$ cat src/rtl/mem_bus_ctrl_pkg.sv
// Shared types for the memory/bus interface stage: FSM states, the kind of
// access being serialised, and the width of the per-beat wait counter.
package vc16_bus_pkg;

  typedef enum logic [1:0] {
    IDLE  = 2'd0,
    BEAT0 = 2'd1,
    BEAT1 = 2'd2,
    DONE  = 2'd3
  } state_t;

  typedef enum logic [1:0] {
    OPK_FETCH = 2'd0,
    OPK_READ  = 2'd1,
    OPK_WRITE = 2'd2
  } opk_t;

  // Wide enough for WAIT values 0..15.
  localparam int WAIT_W = 4;

endpackage

$ cat src/rtl/mem_bus_ctrl_if.sv
// Narrow 8-bit SRAM/IO-style external bus. The controller drives it through
// the master modport; the memory or IO device sits on the slave side.
interface mem_bus_ctrl_if #(
  parameter int VA = 16
);
  logic          mem_req;
  logic          mem_we;
  logic          mem_io;
  logic [VA-1:0] mem_addr;
  logic [7:0]    mem_wdata;
  logic [7:0]    mem_rdata;
  logic          mem_ack;

  modport master (
    output mem_req, mem_we, mem_io, mem_addr, mem_wdata,
    input  mem_rdata, mem_ack
  );

  modport slave (
    input  mem_req, mem_we, mem_io, mem_addr, mem_wdata,
    output mem_rdata, mem_ack
  );
endinterface

$ cat src/rtl/mem_bus_ctrl.sv
// Memory/bus interface stage behind execute. Arbitrates between write, read
// and fetch requests, serialises the chosen access into one or two byte beats
// on the external 8-bit bus, and returns a one-cycle done pulse with the
// assembled read data or instruction word. All bus outputs are registered so
// they hold steady for the whole of every cycle with mem_req high.
module mem_bus_ctrl
  import vc16_bus_pkg::*;
#(
  parameter int RV   = 16,
  parameter int VA   = 16,
  parameter int WAIT = 0
) (
  input  logic          clk,
  input  logic          reset,
  input  logic          ifetch,
  input  logic [VA-2:0] pc,
  input  logic [1:0]    rstrobe,
  input  logic [1:0]    wmask,
  input  logic [VA-2:0] addr,
  input  logic [RV-1:0] wdata,
  input  logic          io_access,
  output logic          idone,
  output logic          rdone,
  output logic          wdone,
  output logic [RV-1:0] rdata,
  output logic [RV-1:0] insn,
  mem_bus_ctrl_if.master bus
);

  state_t              state_reg;
  opk_t                op_reg;
  logic [VA-2:0]       waddr_reg;
  logic [1:0]          ben_reg;
  logic [7:0]          wdata_hi_reg;
  logic [7:0]          lo_byte_reg;
  logic [WAIT_W-1:0]   wait_cnt_reg;

  logic                mem_req_reg;
  logic                mem_we_reg;
  logic                mem_io_reg;
  logic [VA-1:0]       mem_addr_reg;
  logic [7:0]          mem_wdata_reg;
  logic                idone_reg;
  logic                rdone_reg;
  logic                wdone_reg;
  logic [RV-1:0]       rdata_reg;
  logic [RV-1:0]       insn_reg;

  // Arbitration result for the request set currently presented in IDLE.
  logic                arb_req;
  opk_t                arb_op;
  logic [1:0]          arb_ben;
  logic [VA-2:0]       arb_addr;
  logic                arb_sel;

  // Beat handshake: the wait counter must have drained before ack counts.
  logic                beat_done;
  logic                more_beats;

  // Priority write > read > fetch; fetch always moves a whole word.
  always_comb begin
    arb_req  = (|wmask) | (|rstrobe) | ifetch;
    arb_op   = OPK_FETCH;
    arb_ben  = 2'b11;
    arb_addr = pc;
    if (|wmask) begin
      arb_op   = OPK_WRITE;
      arb_ben  = wmask;
      arb_addr = addr;
    end else if (|rstrobe) begin
      arb_op   = OPK_READ;
      arb_ben  = rstrobe;
      arb_addr = addr;
    end
    // Lo byte goes first when enabled, otherwise the lone hi byte.
    arb_sel = ~arb_ben[0];
  end

  // A second beat is only ever the hi byte following a lo byte.
  always_comb begin
    beat_done  = (wait_cnt_reg == '0) && bus.mem_ack;
    more_beats = (state_reg == BEAT0) && (ben_reg == 2'b11);
  end

  // Main FSM with all outputs registered.
  always_ff @(posedge clk) begin
    idone_reg <= 1'b0;
    rdone_reg <= 1'b0;
    wdone_reg <= 1'b0;
    if (!reset) begin
      state_reg     <= IDLE;
      op_reg        <= OPK_FETCH;
      waddr_reg     <= '0;
      ben_reg       <= '0;
      wdata_hi_reg  <= '0;
      lo_byte_reg   <= '0;
      wait_cnt_reg  <= '0;
      mem_req_reg   <= 1'b0;
      mem_we_reg    <= 1'b0;
      mem_io_reg    <= 1'b0;
      mem_addr_reg  <= '0;
      mem_wdata_reg <= '0;
      rdata_reg     <= '0;
      insn_reg      <= '0;
    end else begin
      case (state_reg)
        IDLE: begin
          if (arb_req) begin
            op_reg        <= arb_op;
            waddr_reg     <= arb_addr;
            ben_reg       <= arb_ben;
            wdata_hi_reg  <= wdata[15:8];
            wait_cnt_reg  <= WAIT_W'(WAIT);
            mem_req_reg   <= 1'b1;
            mem_we_reg    <= (arb_op == OPK_WRITE);
            mem_io_reg    <= (arb_op != OPK_FETCH) && io_access;
            mem_addr_reg  <= {arb_addr, arb_sel};
            mem_wdata_reg <= arb_sel ? wdata[15:8] : wdata[7:0];
            state_reg     <= BEAT0;
          end
        end

        BEAT0, BEAT1: begin
          if (wait_cnt_reg != '0) begin
            wait_cnt_reg <= wait_cnt_reg - 1'b1;
          end else if (beat_done) begin
            if (more_beats) begin
              lo_byte_reg   <= bus.mem_rdata;
              wait_cnt_reg  <= WAIT_W'(WAIT);
              mem_addr_reg  <= {waddr_reg, 1'b1};
              mem_wdata_reg <= wdata_hi_reg;
              state_reg     <= BEAT1;
            end else begin
              mem_req_reg <= 1'b0;
              mem_we_reg  <= 1'b0;
              mem_io_reg  <= 1'b0;
              case (op_reg)
                OPK_WRITE: wdone_reg <= 1'b1;
                OPK_READ: begin
                  rdone_reg <= 1'b1;
                  // Single-byte reads land in the low byte for execute to extend.
                  rdata_reg <= (ben_reg == 2'b11) ? {bus.mem_rdata, lo_byte_reg}
                                                  : {8'h00, bus.mem_rdata};
                end
                default: begin
                  idone_reg <= 1'b1;
                  insn_reg  <= {bus.mem_rdata, lo_byte_reg};
                end
              endcase
              state_reg <= DONE;
            end
          end
        end

        // Requests are still high here, so never re-arbitrate from DONE.
        default: state_reg <= IDLE;
      endcase
    end
  end

  assign bus.mem_req   = mem_req_reg;
  assign bus.mem_we    = mem_we_reg;
  assign bus.mem_io    = mem_io_reg;
  assign bus.mem_addr  = mem_addr_reg;
  assign bus.mem_wdata = mem_wdata_reg;
  assign idone         = idone_reg;
  assign rdone         = rdone_reg;
  assign wdone         = wdone_reg;
  assign rdata         = rdata_reg;
  assign insn          = insn_reg;

endmodule

$ cat src/flat_wrapper.sv
// flat-port wrapper written by rule: the top's interface ports become plain ports
module mem_bus_ctrl_flat import vc16_bus_pkg::*;
#(
  parameter int RV   = 16,
  parameter int VA   = 16,
  parameter int WAIT = 0
)
  (clk, reset, ifetch, pc, rstrobe, wmask, addr, wdata, io_access, idone, rdone, wdone, rdata, insn, bus_mem_req, bus_mem_we, bus_mem_io, bus_mem_addr, bus_mem_wdata, bus_mem_rdata, bus_mem_ack);
  mem_bus_ctrl_if #(.VA(VA)) bus_i ();
  input  logic clk;
  input  logic reset;
  input  logic ifetch;
  input  logic [VA-2:0] pc;
  input  logic [1:0] rstrobe;
  input  logic [1:0] wmask;
  input  logic [VA-2:0] addr;
  input  logic [RV-1:0] wdata;
  input  logic io_access;
  output logic idone;
  output logic rdone;
  output logic wdone;
  output logic [RV-1:0] rdata;
  output logic [RV-1:0] insn;
  output wire logic [$bits(bus_i.mem_req)-1:0] bus_mem_req;
  output wire logic [$bits(bus_i.mem_we)-1:0] bus_mem_we;
  output wire logic [$bits(bus_i.mem_io)-1:0] bus_mem_io;
  output wire logic [$bits(bus_i.mem_addr)-1:0] bus_mem_addr;
  output wire logic [$bits(bus_i.mem_wdata)-1:0] bus_mem_wdata;
  input wire logic [$bits(bus_i.mem_rdata)-1:0] bus_mem_rdata;
  input wire logic [$bits(bus_i.mem_ack)-1:0] bus_mem_ack;
  assign bus_mem_req = bus_i.mem_req;
  assign bus_mem_we = bus_i.mem_we;
  assign bus_mem_io = bus_i.mem_io;
  assign bus_mem_addr = bus_i.mem_addr;
  assign bus_mem_wdata = bus_i.mem_wdata;
  assign bus_i.mem_rdata = bus_mem_rdata;
  assign bus_i.mem_ack = bus_mem_ack;
  mem_bus_ctrl #(.RV(RV), .VA(VA), .WAIT(WAIT)) u_core (.clk(clk), .reset(reset), .ifetch(ifetch), .pc(pc), .rstrobe(rstrobe), .wmask(wmask), .addr(addr), .wdata(wdata), .io_access(io_access), .idone(idone), .rdone(rdone), .wdone(wdone), .rdata(rdata), .insn(insn), .bus(bus_i));
endmodule
$ cat config.mk
export PLATFORM = sky130hd
export DESIGN_NAME = mem_bus_ctrl_flat
export DESIGN_NICKNAME = d
export VERILOG_FILES = /design/src/rtl/mem_bus_ctrl_pkg.sv /design/src/rtl/mem_bus_ctrl_if.sv /design/src/rtl/mem_bus_ctrl.sv /design/src/flat_wrapper.sv
export SDC_FILE = /design/constraint.sdc
export NUM_CORES = 1
export LEC_CHECK = 0
export ABC_AREA = 1
export CORE_MARGIN = 2
export CORE_UTILIZATION = 33
export DETAILED_ROUTE_END_ITERATION = 6
export GPL_TIMING_DRIVEN = 0
export PLACE_DENSITY = 0.68
export SYNTH_ARGS = -nofsm -noshare
export SYNTH_HDL_FRONTEND = slang
export SYNTH_SLANG_ARGS = --single-unit
$ cat constraint.sdc
create_clock -name clk -period 2.4 [get_ports clk]
set_clock_uncertainty 0.1 [all_clocks]
set_input_delay 0.24 -clock clk [delete_from_list [all_inputs] [get_ports clk]]
set_output_delay 0.24 -clock clk [all_outputs]
set_load 0.02 [all_outputs]
==> metrics <==
result of the run finished, final reports clean; WS Path Type reg -> reg; count of different cell masters after synthesis 29; Max IR drop VDD 0.409 mV; Avg Synthesized Cell Area 6.78 µm²; Die Wd 125 µm; Port Buffers 124; placer's final routability congestion estimate 0.818; crit path launch u_core.state_reg[0]; global-route layer with the greatest usage met2; fraction of the mapped netlist area in compound gates 10.6%; worst slew margin relative to its limit 59.2%; share of post-route cells with drive strength above 1 6.92%; met2 demand-to-capacity share in global routing 26.9%; detailed router's first-iteration violation count 261; NumNets Final 917; final clock period utilization by the worst path 84.1%; number of antenna violations at the first check in global routing 0; flop2flop setup slack 0.38 ns; kind of path behind the tightest hold check reg -> reg; Syn Std Cell Area 0.00483 mm²; Die Y 125 µm; number of warnings issued by yosys 0; Post-route DRC 0; number of buffers inserted during clock tree synthesis 9; CTS H-tree lvls 3; number of global-route vias before repair 4405; total via count after detailed routing 4814; initial cell density of the core 33.5%; # setup viols final 0; half-perimeter wire length of the detailed placement result 10100 µm; Non-Filler Instances 1036; Skew-Pair Late Insertion Delay 0.35 ns; Ant. Diodes 0; die area 0.0156 mm²; pwr/cell area 1170 mW/mm²; most common cell after layout, fill and taps aside sky130_fd_sc_hd__nand2_1; hold-fix buffer count after cts 0; ports placed on the boundary 125; post-route minimum period 2.02 ns; worst endpoint data arrival time 2.15 ns; clock tree from TritonCTS built; overflow left after global routing 0; Achievable Freq 496 MHz; async set-or-reset flop fraction in the synthesized netlist 0%; area leader, netlist sky130_fd_sc_hd__dfxtp_1; count of flip-flops with a built-in enable after synthesis 0; placeable core region 0.0144 mm²; unrepaired setup endpoints after global routing false; final routed wirelength across all metal layers 13300 µm; Setup Total Neg Slack 0 ns; Max Root-Sink Buffers 2; post-synthesis cell count 712; number of cells upsized or downsized after cts 0; FF-to-FF Start u_core.state_reg[0]; global-route wire length before repair 21800 µm; area growth from synthesis to final layout 36.5%; met3 usage in global routing 3.77%; count of clock tree sinks 103; largest family of logic cells by synthesized area simple AND/OR/NAND/NOR gates; antenna viol nets, final 0; final number of max-transition violations 0; count of standard-cell rows 44; total power draw 7720 µW; adder-cell share of the synthesized area 1.81%; area share of xor/xnor cells in the synthesized design 0%; net count after synthesis 782; leakage power total 0.00288 µW; aggregate global-route resource usage 17.2%; fraction of synthesized area in multiplexers 0%; crit end category register; global routing usage on met1 23.6%; required time worst endpoint 2.54 ns; Setup Fix Bufs, Post-CTS 0; number of synthesized register bits 103; CTS root buf sky130_fd_sc_hd__clkbuf_16; proportion of netlist area held by the largest area contributor 42.7%; number of iterations in the first detailed-routing pass 4; Max Cap Viol 0; number of failing hold endpoints at the final stage 0; core utilization of the finished layout 45.7%; startpoint class of the critical path register; startpoint of the lowest-slack hold path u_core.wdata_hi_reg[6]; routed vias/inst 4.65; # fillers 1503; clock-pin transition on the worst setup and hold timing paths 0.07 ns; sequential-to-total area share from yosys stat 42.7%; pin count of the biggest net entering global routing 17; worst slew pin tran 0.612 ns; number of placed cells counting well taps 1020; top library cells by usage in the layout, fill and taps aside sky130_fd_sc_hd__nand2_1, sky130_fd_sc_hd__clkdlybuf4s50_1, sky130_fd_sc_hd__nor2_1; mean routed wirelength per cell 12.9 µm; biggest area contributors in the synthesized netlist sky130_fd_sc_hd__dfxtp_1, sky130_fd_sc_hd__nand2_1, sky130_fd_sc_hd__nor2_1, sky130_fd_sc_hd__o21ai_0, sky130_fd_sc_hd__nand3_1; worst hold slack 0.353 ns; critical path peak fanout 10; commonest register cell after synthesis sky130_fd_sc_hd__dfxtp_1; simple-gate share of the synthesized area 35.3%
==> metrics by stage <==
step | worst slack, ns | area (µm²)
floorplan | 0.641 | 4830
finish | 0.382 | 6590
CTS | 0.368 | 6590
global route | 0.152 | 6590
global placement | 0.226 | 6300
detailed placement | 0.207 | 6300
==> routing by layer <==
metal	vias up	share of wire, %
li1	2507	-
met1	2161	47
met2	129	45
met3	17	6.0
met4	0	1.9
met5	-	0
==> path summary, 6_finish.rpt <==
check,endpoint,cells after the start
min reg2reg,u_core.wdata_hi_reg[6],2
max,u_core.insn[12],9
max reg2reg,u_core.insn[12],9
min,u_core.wdata_hi_reg[6],2
==> critical path, cell delays in order (launching register included) <==
cell	delay [ns]
sky130_fd_sc_hd__dfxtp_1	0.38
sky130_fd_sc_hd__inv_1	0.06
sky130_fd_sc_hd__ha_1	0.27
sky130_fd_sc_hd__buf_2	0.18
sky130_fd_sc_hd__nand2_2	0.09
sky130_fd_sc_hd__inv_2	0.08
sky130_fd_sc_hd__nand3_2	0.19
sky130_fd_sc_hd__clkbuf_2	0.24
sky130_fd_sc_hd__o21ai_0	0.25
sky130_fd_sc_hd__nor2_1	0.07
==> cell type report <==
| class | count | area (µm²) | share of cell area [%] |
|---|---|---|---|
| clock buffer | 11 | 233 | 3.53 |
| clock inverter | 5 | 58.8 | 0.893 |
| tap | 184 | 230 | 3.49 |
| inverter | 70 | 265 | 4.03 |
| sequential | 103 | 2060 | 31.3 |
| timing repair buffer | 124 | 1240 | 18.8 |
| multi-input combinational | 504 | 2300 | 35.0 |
| buffer | 35 | 195 | 2.96 |
==> synthesized netlist by cell type (2+ instances only) <==
| cell | count |
|---|---|
| sky130_fd_sc_hd__a21oi_1 | 37 |
| sky130_fd_sc_hd__buf_1 | 2 |
| sky130_fd_sc_hd__buf_2 | 11 |
| sky130_fd_sc_hd__buf_4 | 3 |
| sky130_fd_sc_hd__buf_6 | 5 |
| sky130_fd_sc_hd__clkbuf_1 | 13 |
| sky130_fd_sc_hd__dfxtp_1 | 103 |
| sky130_fd_sc_hd__ha_1 | 7 |
| sky130_fd_sc_hd__inv_1 | 64 |
| sky130_fd_sc_hd__inv_2 | 4 |
| sky130_fd_sc_hd__nand2_1 | 174 |
| sky130_fd_sc_hd__nand2_2 | 7 |
| sky130_fd_sc_hd__nand3_1 | 60 |
| sky130_fd_sc_hd__nand3_2 | 2 |
| sky130_fd_sc_hd__nand3b_1 | 15 |
| sky130_fd_sc_hd__nor2_1 | 123 |
| sky130_fd_sc_hd__nor2_2 | 2 |
| sky130_fd_sc_hd__nor2_4 | 2 |
| sky130_fd_sc_hd__o21ai_0 | 63 |
| sky130_fd_sc_hd__or2_2 | 6 |
==> power by group <==
group	switching, µW	internal, µW
logic	2310	1550
registers	235	2170
clock network	641	809
total	3190	4530
==> cells by family after synthesis <==
family / after synthesis
adder cells (fa/ha/maj): 7
AO/OA/AOI/OAI: 102
buffers and inverters: 105
AND/OR/NAND/NOR: 395
flip-flops: 103
Note: power is estimated with default switching activity, not from simulation.
